**src/rtl/control_sequencer.sv**
```systemverilog
// Hardwired Moore control unit for the phase-1 datapath.
// Fetch (T0-T2), then per-opcode execute steps E3-E7, or HALTED.
module control_sequencer (
  input  logic        clk,
  input  logic        clear,
  input  logic [31:0] IR,
  output logic        PCout,
  output logic        Zlowout,
  output logic        MDRout,
  output logic        Rout,
  output logic        BAout,
  output logic        Cout,
  output logic        MARin,
  output logic        Zin,
  output logic        PCin,
  output logic        MDRin,
  output logic        IRin,
  output logic        Yin,
  output logic        Rin,
  output logic        Gra,
  output logic        Grb,
  output logic        Grc,
  output logic        incPC,
  output logic        Read,
  output logic        Write,
  output logic [4:0]  Operator,
  output logic        Run
);

  localparam logic [4:0] ADD_OP  = 5'b00011;
  localparam logic [4:0] OP_LD   = 5'b00000;
  localparam logic [4:0] OP_LDI  = 5'b00001;
  localparam logic [4:0] OP_ST   = 5'b00010;
  localparam logic [4:0] OP_ADD  = 5'b00011;
  localparam logic [4:0] OP_SUB  = 5'b00100;
  localparam logic [4:0] OP_AND  = 5'b00101;
  localparam logic [4:0] OP_OR   = 5'b00110;
  localparam logic [4:0] OP_ADDI = 5'b01100;
  localparam logic [4:0] OP_HALT = 5'b11011;

  typedef enum logic [3:0] {
    S_RST, S_T0, S_T1, S_T2,
    S_E3, S_E4, S_E5, S_E6, S_E7,
    S_HALT
  } state_t;

  state_t     state_q, state_d;
  logic [4:0] op_q, op_d;

  logic is_ld, is_ldi, is_st, is_r, is_addi, is_halt;
  logic is_mem, is_alu;
  logic unused_ir;

  assign unused_ir = ^IR[26:0];

  assign is_ld   = (op_q == OP_LD);
  assign is_ldi  = (op_q == OP_LDI);
  assign is_st   = (op_q == OP_ST);
  assign is_addi = (op_q == OP_ADDI);
  assign is_halt = (op_q == OP_HALT);
  assign is_r    = (op_q == OP_ADD) || (op_q == OP_SUB) ||
                   (op_q == OP_AND) || (op_q == OP_OR);
  assign is_mem  = is_ld || is_ldi || is_st;
  assign is_alu  = is_r || is_addi;

  always_ff @(posedge clk or posedge clear) begin
    if (clear) begin
      state_q <= S_RST;
      op_q    <= '0;
    end else begin
      state_q <= state_d;
      op_q    <= op_d;
    end
  end

  // Opcode is captured only as IR is loaded, so later IR edits are ignored.
  always_comb begin
    op_d = op_q;
    if (state_q == S_T2) op_d = IR[31:27];
  end

  always_comb begin
    state_d = state_q;
    unique case (state_q)
      S_RST:  state_d = S_T0;
      S_T0:   state_d = S_T1;
      S_T1:   state_d = S_T2;
      S_T2:   state_d = S_E3;
      S_E3: begin
        if (is_mem || is_alu) state_d = S_E4;
        else if (is_halt)     state_d = S_HALT;
        else                  state_d = S_T0;
      end
      S_E4:   state_d = S_E5;
      S_E5:   state_d = (is_ld || is_st) ? S_E6 : S_T0;
      S_E6:   state_d = S_E7;
      S_E7:   state_d = S_T0;
      S_HALT: state_d = S_HALT;
      default: state_d = S_RST;
    endcase
  end

  always_comb begin
    PCout = 1'b0; Zlowout = 1'b0; MDRout = 1'b0;
    Rout  = 1'b0; BAout   = 1'b0; Cout   = 1'b0;
    MARin = 1'b0; Zin = 1'b0; PCin = 1'b0; MDRin = 1'b0;
    IRin  = 1'b0; Yin = 1'b0; Rin  = 1'b0;
    Gra   = 1'b0; Grb = 1'b0; Grc  = 1'b0;
    incPC = 1'b0; Read = 1'b0; Write = 1'b0;
    Operator = 5'b0;
    Run = (state_q != S_RST) && (state_q != S_HALT);
    unique case (state_q)
      S_T0: begin
        PCout = 1'b1; MARin = 1'b1;
        incPC = 1'b1; Zin   = 1'b1;
      end
      S_T1: begin
        Zlowout = 1'b1; PCin  = 1'b1;
        Read    = 1'b1; MDRin = 1'b1;
      end
      S_T2: begin
        MDRout = 1'b1; IRin = 1'b1;
      end
      S_E3: begin
        if (is_mem) begin
          Grb = 1'b1; BAout = 1'b1; Yin = 1'b1;
        end else if (is_alu) begin
          Grb = 1'b1; Rout = 1'b1; Yin = 1'b1;
        end
      end
      S_E4: begin
        Zin = 1'b1;
        if (is_r) begin
          Grc = 1'b1; Rout = 1'b1; Operator = op_q;
        end else begin
          Cout = 1'b1; Operator = ADD_OP;
        end
      end
      S_E5: begin
        Zlowout = 1'b1;
        if (is_ld || is_st) MARin = 1'b1;
        else begin
          Gra = 1'b1; Rin = 1'b1;
        end
      end
      S_E6: begin
        MDRin = 1'b1;
        if (is_ld) Read = 1'b1;
        else begin
          Gra = 1'b1; Rout = 1'b1;
        end
      end
      S_E7: begin
        if (is_ld) begin
          MDRout = 1'b1; Gra = 1'b1; Rin = 1'b1;
        end else begin
          Write = 1'b1;
        end
      end
      default: ;
    endcase
  end

endmodule

```
**config.mk**
```make
export PLATFORM = sky130hd
export DESIGN_NAME = control_sequencer
export DESIGN_NICKNAME = d
export VERILOG_FILES = /design/src/rtl/control_sequencer.sv
export SDC_FILE = /design/constraint.sdc
export NUM_CORES = 1
export LEC_CHECK = 0
export BUFFER_PORTS_ARGS = -buffer_cell sky130_fd_sc_hd__buf_2
export CELL_PAD_IN_SITES_DETAIL_PLACEMENT = 1
export CELL_PAD_IN_SITES_GLOBAL_PLACEMENT = 1
export CORE_ASPECT_RATIO = 1.4
export CORE_MARGIN = 5
export CORE_UTILIZATION = 28
export CTS_CLUSTER_SIZE = 16
export DETAILED_ROUTE_END_ITERATION = 8
export PLACE_DENSITY = 0.76
export SYNTH_ARGS = -nofsm -noshare
export SYNTH_HDL_FRONTEND = slang
export SYNTH_SLANG_ARGS = --single-unit
```
**constraint.sdc**
```tcl
create_clock -name clk -period 1.8 [get_ports clk]
set_clock_uncertainty 0.2 [all_clocks]
set_input_delay 0.18 -clock clk [delete_from_list [all_inputs] [get_ports clk]]
set_output_delay 0.18 -clock clk [all_outputs]
set_load 0.01 [all_outputs]
```
==> flow_summary.toml, run 1 <==
[worst_setup_path]
reg2reg_slack_ns = 0.12
crit_required_ns = 1.42
setup.worst_path.start = "op_q[2]"
crit_path_cell_trace = "nor4_4 -> buf_4 -> a31oi_1 -> nor2_1 -> buf_2"
r2r-start = "state_q[1]"
worstSetupEndpoint = "MARin"
max_stage_delay_ns = 0.47
worst-setup-path-type = "flop to primary output"
crit_path_max_fanout = 7
r2r-end = "op_q[1]"
critPathSlowestCell = "dfrtp_2"
cp-start-kind = "flop"
r2r_cells = 5
cp.arrival_ns = 1.62
endpoint_kind = "primary output"

[detailed_routing]
routedWlPerCell_um = 15.7
top_layer = "met4"
routed_via_density = 4.88
detail_route.iter0.violations = 14
post-route-drc-count = 0
dr.pass1.iters = 4
drt-met1-wl_um = 1230
ant_nets = 0
dr_wl_met2_um = 1690
wl_um = 3090
vias = 961
dr_wl_met3_um = 145

[logic_synthesis]
yosys.area_share.simple_pct = 33.9
synth_top_family_by_area = "simple AND/OR/NAND/NOR gates"
synth_most_common_cell = "nor2_1"
synthFlopType = "dfrtp_1"
synthTopCellsByArea = "dfrtp_1 (25%), mux2_2 (6.4%), buf_4 (4.2%)"
synth.avg_cell_area_um2 = 8.66
synth_top_area_cell = "dfrtp_1"
synth_cell_types = 48
synth_xor_xnor_area_share_pct = 1.98
async_flop_share_pct = 100
syn_area_um2 = 883
yosysSeqAreaShare_pct = 25.5
syn-instance-count = 102
ys_ff_latch = 9
yosys-top-cells-count = "nor2_1 (10), dfrtp_1 (9), nand2_1 (7)"
synth_edf_count = 0
yosysTopAreaCellShare_pct = 25.5
ys_warn_count = 0
synth_adder_area_share_pct = 1.13
synth-compound-area-share_pct = 20.1
muxShareOfSynthArea_pct = 6.37

[global_routing]
grt_pass1_wl_um = 4740
grt_util_all_layers_pct = 13.6
grt_pass1_vias = 1001
grt_max_degree = 10
antenna_found_initial = 0
overflow = 0

[cells_and_area]
regArea_um2 = 235
antenna_cells = 0
nNetsFinal = 193
drive_gt1_share_pct = 62.0
post-route-util_pct = 44.7
n_fill_cell = 389
multiInputGateArea_um2 = 612
syn2layout_area_growth_pct = 56.7

[sta]
rsz0062_at_grt = "true"
worst_slack_ns = -0.195
setup_viol = 13
finalCritPeriodShare_pct = 111
min_period_ns = 2.00
max_freq_mhz = 501
slew_violations = 0
hold_violations = 0

[cts]
cts_tree = "built"
root_buffer = "clkbuf_8"
cts_max_level = 1
clock_latency_ns = 0.23
cts.sinks = 9
clk_path_buf_depth = 2
cts-buffers-inserted = 3
clkTransAtPathRegs_ns = 0.05

[power]
leakage_nw = 0.649
power.density_nw_per_um2 = 1930
ir_worst_vdd_mv = 1.00

[floorplanning]
row_count = 24
io_pins = 59
core_area_um2 = 3090
chipWidth_um = 57.5
initial_core_util_pct = 28.6
die_h_um = 76.5
dieArea_um2 = 4390

[placed_design]
dp_hpwl_um = 2040
portBuffers = 29
place.gp.congestion = 0.815
dp_slack_ns = 0.0180

[run_status]
violations = "negative setup slack"
outcome = "finished with violations"

[hold_path]
hold_class = "input port to async pin"

[run]
maxCapViolCount = 0
## cell usage in the layout, fill, tap and decap left out, drive strengths merged, types with 2 or more instances in the layout
cell type | Yosys | layout
a21boi | 2 | 2
clkbuf | 0 | 5
nand2 | 8 | 8
a21oi | 5 | 5
nor3b | 3 | 3
nand3b | 2 | 2
inv | 4 | 4
nor2b | 3 | 3
and2 | 2 | 2
dfrtp | 9 | 9
nand2b | 3 | 3
o21a | 2 | 2
o22ai | 2 | 2
buf | 12 | 56
dlygate4sd3 | 0 | 6
nor2 | 11 | 11
nand4 | 2 | 2
nor3 | 4 | 4
conb | 1 | 2
mux2 | 5 | 5
## state kept, by name, summed over array words and instances (netlist names)
signal and cells:
state_q 4, op_q 5
## worst min path at each step
stage	from	end	slack, ns	cells past startpoint
finish	clear	state_q[2]	0.26	3
global route	clear	state_q[2]	0.31	3
CTS	clear	state_q[2]	0.26	3
detailed placement	clear	op_q[4]	-0.05	2
global placement	clear	op_q[2]	-0.06	2
floorplan	clear	op_q[0]	-0.19	1
## stage by stage
stage | TNS, ns | hold WS (ns) | total power, mW | instance area [um^2] | std cells
finish | -0.985 | 0.256 | 2.67 | 1380 | 197
CTS | -0.535 | 0.262 | 2.44 | 1300 | 190
detailed placement | 0 | -0.0459 | 1.98 | 1090 | 171
global route | -2.15 | 0.306 | 2.87 | 1380 | 197
global placement | 0 | -0.0562 | 1.92 | 1090 | 171
floorplan | 0 | -0.192 | 1.50 | 887 | 103
## layer usage
| metal | vias to the layer above | global-route usage (%) |
|---|---|---|
| li1 | 466 | - |
| met1 | 467 | 14.7 |
| met2 | 26 | 25.5 |
| met3 | 2 | 2.71 |
| met4 | 0 | 4.41 |
| met5 | - | 0 |
## layout make-up
class	count	area share (%)
Sequential cell	9	17.0
Timing Repair Buffer	63	30.9
Clock buffer	4	3.25
Tap cell	39	3.53
Multi-Input combinational cell	78	44.2
Inverter	4	1.08
## critical path, delay by kind of cell (launching register included)
kind | cells | cell delay (ns)
and+or+nand+nor | 2 | 0.52
DFF | 1 | 0.47
buffers and inverters | 2 | 0.31
AOI/OAI and AO/OA | 1 | 0.08
## logic make-up (layout without fill, tap and decap cells)
group	count (synthesis)	in the layout
adder cells (fa/ha/maj)	1	1
other	1	2
AND/OR/NAND/NOR	45	45
multiplexers	5	5
buffers and inverters	16	71
XOR/XNOR	2	2
flip-flops	9	9
AO/OA/AOI/OAI	23	23
## power breakdown
part	leakage (nW)	switching, mW	internal [mW]	total [mW]
logic	0.527	0.889	0.959	1.85
registers	0.0997	0.257	0.324	0.581
clock network	0.0228	0.0825	0.155	0.237
## repair_timing
action                                  CTS  global route
endpoints found under the setup margin   19            17
buffers inserted                          9             7
pin swaps                                 2             4
gates cloned                              0             0
hold buffers                              6             0
hold endpoints to repair                 14             0
gates resized for setup                  17            12
(Power assumes the default switching activity.)
==> run 2: changes to the inputs <==
--- a/config.mk
+++ b/config.mk
@@ -13,7 +13,7 @@
 export CORE_UTILIZATION = 28
 export CTS_CLUSTER_SIZE = 16
 export DETAILED_ROUTE_END_ITERATION = 8
-export PLACE_DENSITY = 0.76
+export PLACE_DENSITY_LB_ADDON = 0.12
 export SYNTH_ARGS = -nofsm -noshare
 export SYNTH_HDL_FRONTEND = slang
 export SYNTH_SLANG_ARGS = --single-unit
==> constraint.sdc (replaced) <==
create_clock -name clk -period 2 [get_ports clk]
set_clock_uncertainty 0.2 [all_clocks]
set_input_delay 0.2 -clock clk [delete_from_list [all_inputs] [get_ports clk]]
set_output_delay 0.2 -clock clk [all_outputs]
set_load 0.01 [all_outputs]
==> run 2 against run 1 <==
Compared with the run above: the flow now finishes without violations; global-route usage is 2.4 points lower; count of clock-buffer cells in the layout stayed put; sequential cell count stayed put; critical endpoint is now Rout; highest routed layer unchanged.
==> flow_summary.toml, run 2 (synthesis gave the netlist of run 1 again) <==
[cts]
cts_max_level = 1
clock_latency_ns = 0.23
cts_tree = "built"
clk_path_buf_depth = 2
cts.sinks = 9
clkTransAtPathRegs_ns = 0.04
root_buffer = "clkbuf_8"
cts-buffers-inserted = 3

[floorplanning]
row_count = 24
io_pins = 59
chipWidth_um = 57.5
die_h_um = 76.5
initial_core_util_pct = 28.6
core_area_um2 = 3090
dieArea_um2 = 4390

[cells_and_area]
most-common-layout-cells = "buf_2 (29), buf_4 (15), nor2_1 (9)"
syn2layout_area_growth_pct = 39.9
antenna_cells = 0
regMostFlops = "op_q"
largest_register_ffs = 5
n_fill_cell = 389
drive_gt1_share_pct = 53.5
reg.largest.list = "op_q x5, state_q x4"
fin_cells = 183
layout_commonest_cell = "buf_2"
nNetsFinal = 179

[global_routing]
grt_max_degree = 14
grt_pass1_vias = 875
grt_pass1_wl_um = 4080
grt_util_all_layers_pct = 11.3
antenna_found_initial = 0
overflow = 0

[detailed_routing]
routed_via_density = 4.86
wl_um = 2480
ant_nets = 0
dr.pass1.iters = 4
post-route-drc-count = 0
vias = 890
routedWlPerCell_um = 13.6
detail_route.iter0.violations = 12

[placed_design]
portBuffers = 29
dp_slack_ns = 0.183
dp_hpwl_um = 1930
place_inst = 165
place.gp.congestion = 0.733

[sta]
rsz0062_at_grt = "true"
hold_violations = 0
fin_setup_tns_ns = 0
slew_violations = 0
worst_slack_ns = 0.0873
finalCritPeriodShare_pct = 95.6
min_period_ns = 1.91
setup_viol = 0
max_freq_mhz = 523

[run]
maxCapViolCount = 0

[power]
sw_frac_of_total_pct = 46.0
leakage_nw = 0.581
power_frac_comb_pct = 65.1
intPower_mw = 1.12
power.density_nw_per_um2 = 1680
clock_power_share_pct = 9.8
p_switching_mw = 0.953
pwr-share-seq_pct = 25.1
ir_worst_vdd_mv = 0.771
power.total_mw = 2.07

[run_status]
outcome = "finished clean"

[worst_setup_path]
cp-start-kind = "flop"
r2r-end = "state_q[2]"
crit_required_ns = 1.60
r2r-start = "state_q[1]"
reg2reg_slack_ns = 0.37
crit_path_max_fanout = 9
worstSetupEndpoint = "Rout"
critPathSlowestCell = "dfrtp_2"
setup.worst_path.start = "op_q[3]"
max_stage_delay_ns = 0.47
worst-path-stages = 4
critPathTopFamily = "flip-flops"
worst-setup-path-type = "flop to primary output"
crit_path_cell_trace = "maj3_2 -> o22a_1 -> o221ai_2 -> buf_2"
cp.arrival_ns = 1.51
r2r_cells = 4
critPathBufInv = 1
endpoint_kind = "primary output"

[hold_path]
hold_class = "input port to flop"
-- run 2: cell count changes in the layout (fill, tap and decap cells not counted), sizes merged --
cell / delta
buf: -11
dlygate4sd3: -2
clkbuf: -1
-- run 2: area by class of cell --
cell class,instances,area (um^2),share of cell area [%]
clock buffers,4,45.0,3.64
inverters,4,15.0,1.21
well taps,39,48.8,3.95
multi-input cells,78,586,47.4
flip-flops and latches,9,233,18.8
repair buffers,49,309,25.0
-- run 2: worst min-delay path by stage --
stage | depth (start not counted) | start | slack, ns | endpoint
global route | 2 | IR[27] | 0.006 | op_q[0]
detailed placement | 2 | clear | -0.02 | state_q[1]
floorplan | 1 | clear | -0.17 | op_q[0]
finish | 2 | IR[27] | 0.01 | op_q[0]
global placement | 2 | clear | -0.03 | state_q[0]
CTS | 2 | IR[29] | 0.002 | op_q[2]
-- run 2: power groups by stage --
| stage | clock network, mW | logic (mW) | registers, mW |
|---|---|---|---|
| 2_1_floorplan | 0 | 0.993 | 0.354 |
| 3_3_place_gp | 0 | 1.15 | 0.521 |
| 3_5_place_dp | 0 | 1.16 | 0.525 |
| 4_1_cts | 0.210 | 1.18 | 0.532 |
| 5_1_grt | 0.226 | 1.48 | 0.552 |
| 6_report | 0.203 | 1.35 | 0.521 |
-- run 2: what timing repair did --
action                                  CTS  global route
buffers inserted                          1             9
hold buffers                              3             1
pin swaps                                 2             3
gates resized for setup                   4            12
endpoints found under the hold margin    11             1
endpoints found under the setup margin    6            12
-- run 2: metal layers --
layer / vias to the layer above / GRT usage [%] / share of wire (%) / routed length, um
li1: 445 / - / - / -
met1: 424 / 14.0 / 44 / 1080
met2: 19 / 19.5 / 51 / 1260
met3: 2 / 1.53 / 5.1 / 126
met4: 0 / 3.48 / 0.56 / 14
met5: - / 0 / 0 / 0
-- run 2: metrics by stage --
| stage | cell area, um^2 | util [%] | hold slack (ns) |
|---|---|---|---|
| final | 1240 | 40.0 | 0.0111 |
| after global placement | 1050 | 33.9 | -0.0254 |
| after global routing | 1240 | 40.0 | 0.00565 |
| after CTS | 1130 | 36.7 | 0.00186 |
| after detailed placement | 1050 | 33.9 | -0.0238 |
| after floorplan | 887 | - | -0.172 |
==> run 3: changes to the inputs <==
--- a/config.mk
+++ b/config.mk
@@ -6,7 +6,7 @@
 export NUM_CORES = 1
 export LEC_CHECK = 0
 export BUFFER_PORTS_ARGS = -buffer_cell sky130_fd_sc_hd__buf_2
-export CELL_PAD_IN_SITES_DETAIL_PLACEMENT = 1
+export CELL_PAD_IN_SITES_DETAIL_PLACEMENT = 0
 export CELL_PAD_IN_SITES_GLOBAL_PLACEMENT = 1
 export CORE_ASPECT_RATIO = 1.4
 export CORE_MARGIN = 5
@@ -17,3 +17,4 @@
 export SYNTH_ARGS = -nofsm -noshare
 export SYNTH_HDL_FRONTEND = slang
 export SYNTH_SLANG_ARGS = --single-unit
+export TNS_END_PERCENT = 20
==> constraint.sdc (replaced) <==
create_clock -name clk -period 2.1 [get_ports clk]
set_clock_uncertainty 0.2 [all_clocks]
set_input_delay 0.21 -clock clk [delete_from_list [all_inputs] [get_ports clk]]
set_output_delay 0.21 -clock clk [all_outputs]
set_load 0.01 [all_outputs]
==> run 3 against run 2 <==
Compared with the run above: worst setup slack worse by 0.010 ns; register-to-register slack better by 0.14 ns; total power down 14%; die area unchanged; routed wire length down 8.1%; design area down 10%; critical path depth unchanged; via count down 7.1%; worst hold slack better by 0.0019 ns; clock power down 6%; non-clock buffer count down 14; sequential power about the same; highest routed layer unchanged.
==> flow_summary.toml, run 3 (synthesis gave the netlist of run 1 again) <==
[cells_and_area]
nNetsFinal = 165
layout_commonest_cell = "buf_2"
syn2layout_area_growth_pct = 25.4
regMostFlops = "op_q"
most-common-layout-cells = "buf_2 (29), nor2_1 (10), nand2_1 (7)"
largest_register_ffs = 5
reg.largest.list = "op_q x5, state_q x4"
fin_cells = 169
antenna_cells = 0
drive_gt1_share_pct = 46.2

[worst_setup_path]
crit_path_max_fanout = 9
crit_required_ns = 1.69
r2r-end = "op_q[2]"
r2r-start = "state_q[3]"
endpoint_kind = "primary output"
cp-start-kind = "flop"
cp.arrival_ns = 1.61
r2r_cells = 3
reg2reg_slack_ns = 0.51
worst-setup-path-type = "flop to primary output"

[placed_design]
dp_hpwl_um = 1790
dp_slack_ns = 0.282
place_inst = 163
portBuffers = 29
place.gp.congestion = 0.726

[global_routing]
grt_max_degree = 14
grt_util_all_layers_pct = 10.4
grt_pass1_vias = 762
antenna_found_initial = 0
grt_pass1_wl_um = 3750
overflow = 0

[sta]
hold_slack_ns = 0.0130
hold_violations = 0
max_freq_mhz = 494
finalCritPeriodShare_pct = 96.3
setup_viol = 0
min_period_ns = 2.02
worst_slack_ns = 0.0772
slew_violations = 0

[run]
maxCapViolCount = 0

[detailed_routing]
detail_route.iter0.violations = 30
wl_um = 2280
post-route-drc-count = 0
dr.pass1.iters = 4
ant_nets = 0
routedWlPerCell_um = 13.5
vias = 827
routed_via_density = 4.89

[floorplanning]
chipWidth_um = 57.5
dieArea_um2 = 4390
io_pins = 59
core_area_um2 = 3090
row_count = 24
die_h_um = 76.5
initial_core_util_pct = 28.6

[cts]
root_buffer = "clkbuf_8"
cts_tree = "built"
clk_path_buf_depth = 2
cts-buffers-inserted = 3
cts.sinks = 9
clkTransAtPathRegs_ns = 0.04
cts_max_level = 1
clock_latency_ns = 0.23

[hold_path]
hold_depth = 2
hold_class = "input port to flop"
hp-start = "IR[28]"
hold_end = "op_q[1]"

[power]
leakage_nw = 0.512
ir_worst_vdd_mv = 0.722
power.total_mw = 1.78
power.density_nw_per_um2 = 1610

[run_status]
outcome = "finished clean"
==> run 3: cell type report <==
type | instances | area (um^2)
multi-input cells | 78 | 574
repair buffers | 35 | 193
inverters | 4 | 15.0
clock buffers | 4 | 45.0
flip-flops and latches | 9 | 231
fillers | 344 | 1990
well taps | 39 | 48.8
==> run 3: through the flow <==
step	TNS, ns	instance area (um^2)	util (%)
floorplan	0	887	-
global placement	0	1030	33.4
detailed placement	0	1030	33.4
CTS	0	1090	35.2
global route	-0.00506	1110	35.8
finish	0	1110	35.8
==> run 3: how the worst max path moves through the flow <==
| stage | from | to | slack [ns] | depth (start not counted) |
|---|---|---|---|---|
| after floorplan | state_q[1] | Yin | 0.30 | 5 |
| after global placement | state_q[1] | Read | 0.28 | 4 |
| after detailed placement | state_q[1] | Read | 0.28 | 4 |
| after CTS | state_q[1] | Read | 0.02 | 4 |
| after global routing | op_q[1] | Rout | -0.005 | 4 |
| final | op_q[1] | Rout | 0.08 | 4 |
==> run 3: power by group <==
part | total, mW | switching (mW) | internal, mW
Clock | 0.191 | 0.0593 | 0.131
Combinational | 1.07 | 0.549 | 0.517
Sequential | 0.522 | 0.251 | 0.271
Total | 1.78 | 0.859 | 0.919
==> run 3: repair_timing <==
| item | in CTS | in global routing |
|---|---|---|
| endpoints found under the hold margin | 9 | 0 |
| buffers inserted | 0 | 1 |
| resized for setup | 0 | 6 |
| hold buffers | 1 | 0 |
| setup endpoints to repair | 0 | 5 |
==> run 3: metal layers <==
| metal | share of wire (%) | GRT usage [%] | routed length (um) |
|---|---|---|---|
| met5 | 0 | 0 | 0 |
| met1 | 44 | 13.7 | 1000 |
| met2 | 50 | 16.6 | 1140 |
| met3 | 5.5 | 1.69 | 126 |
| met4 | 0.61 | 4.18 | 14 |
==> run 3: worst max-delay path, cell delays in order, from the launching register on <==
cell and delay [ns]:
dfrtp_1 0.49, maj3_1 0.39, o22a_1 0.20, o221ai_2 0.15, buf_2 0.16
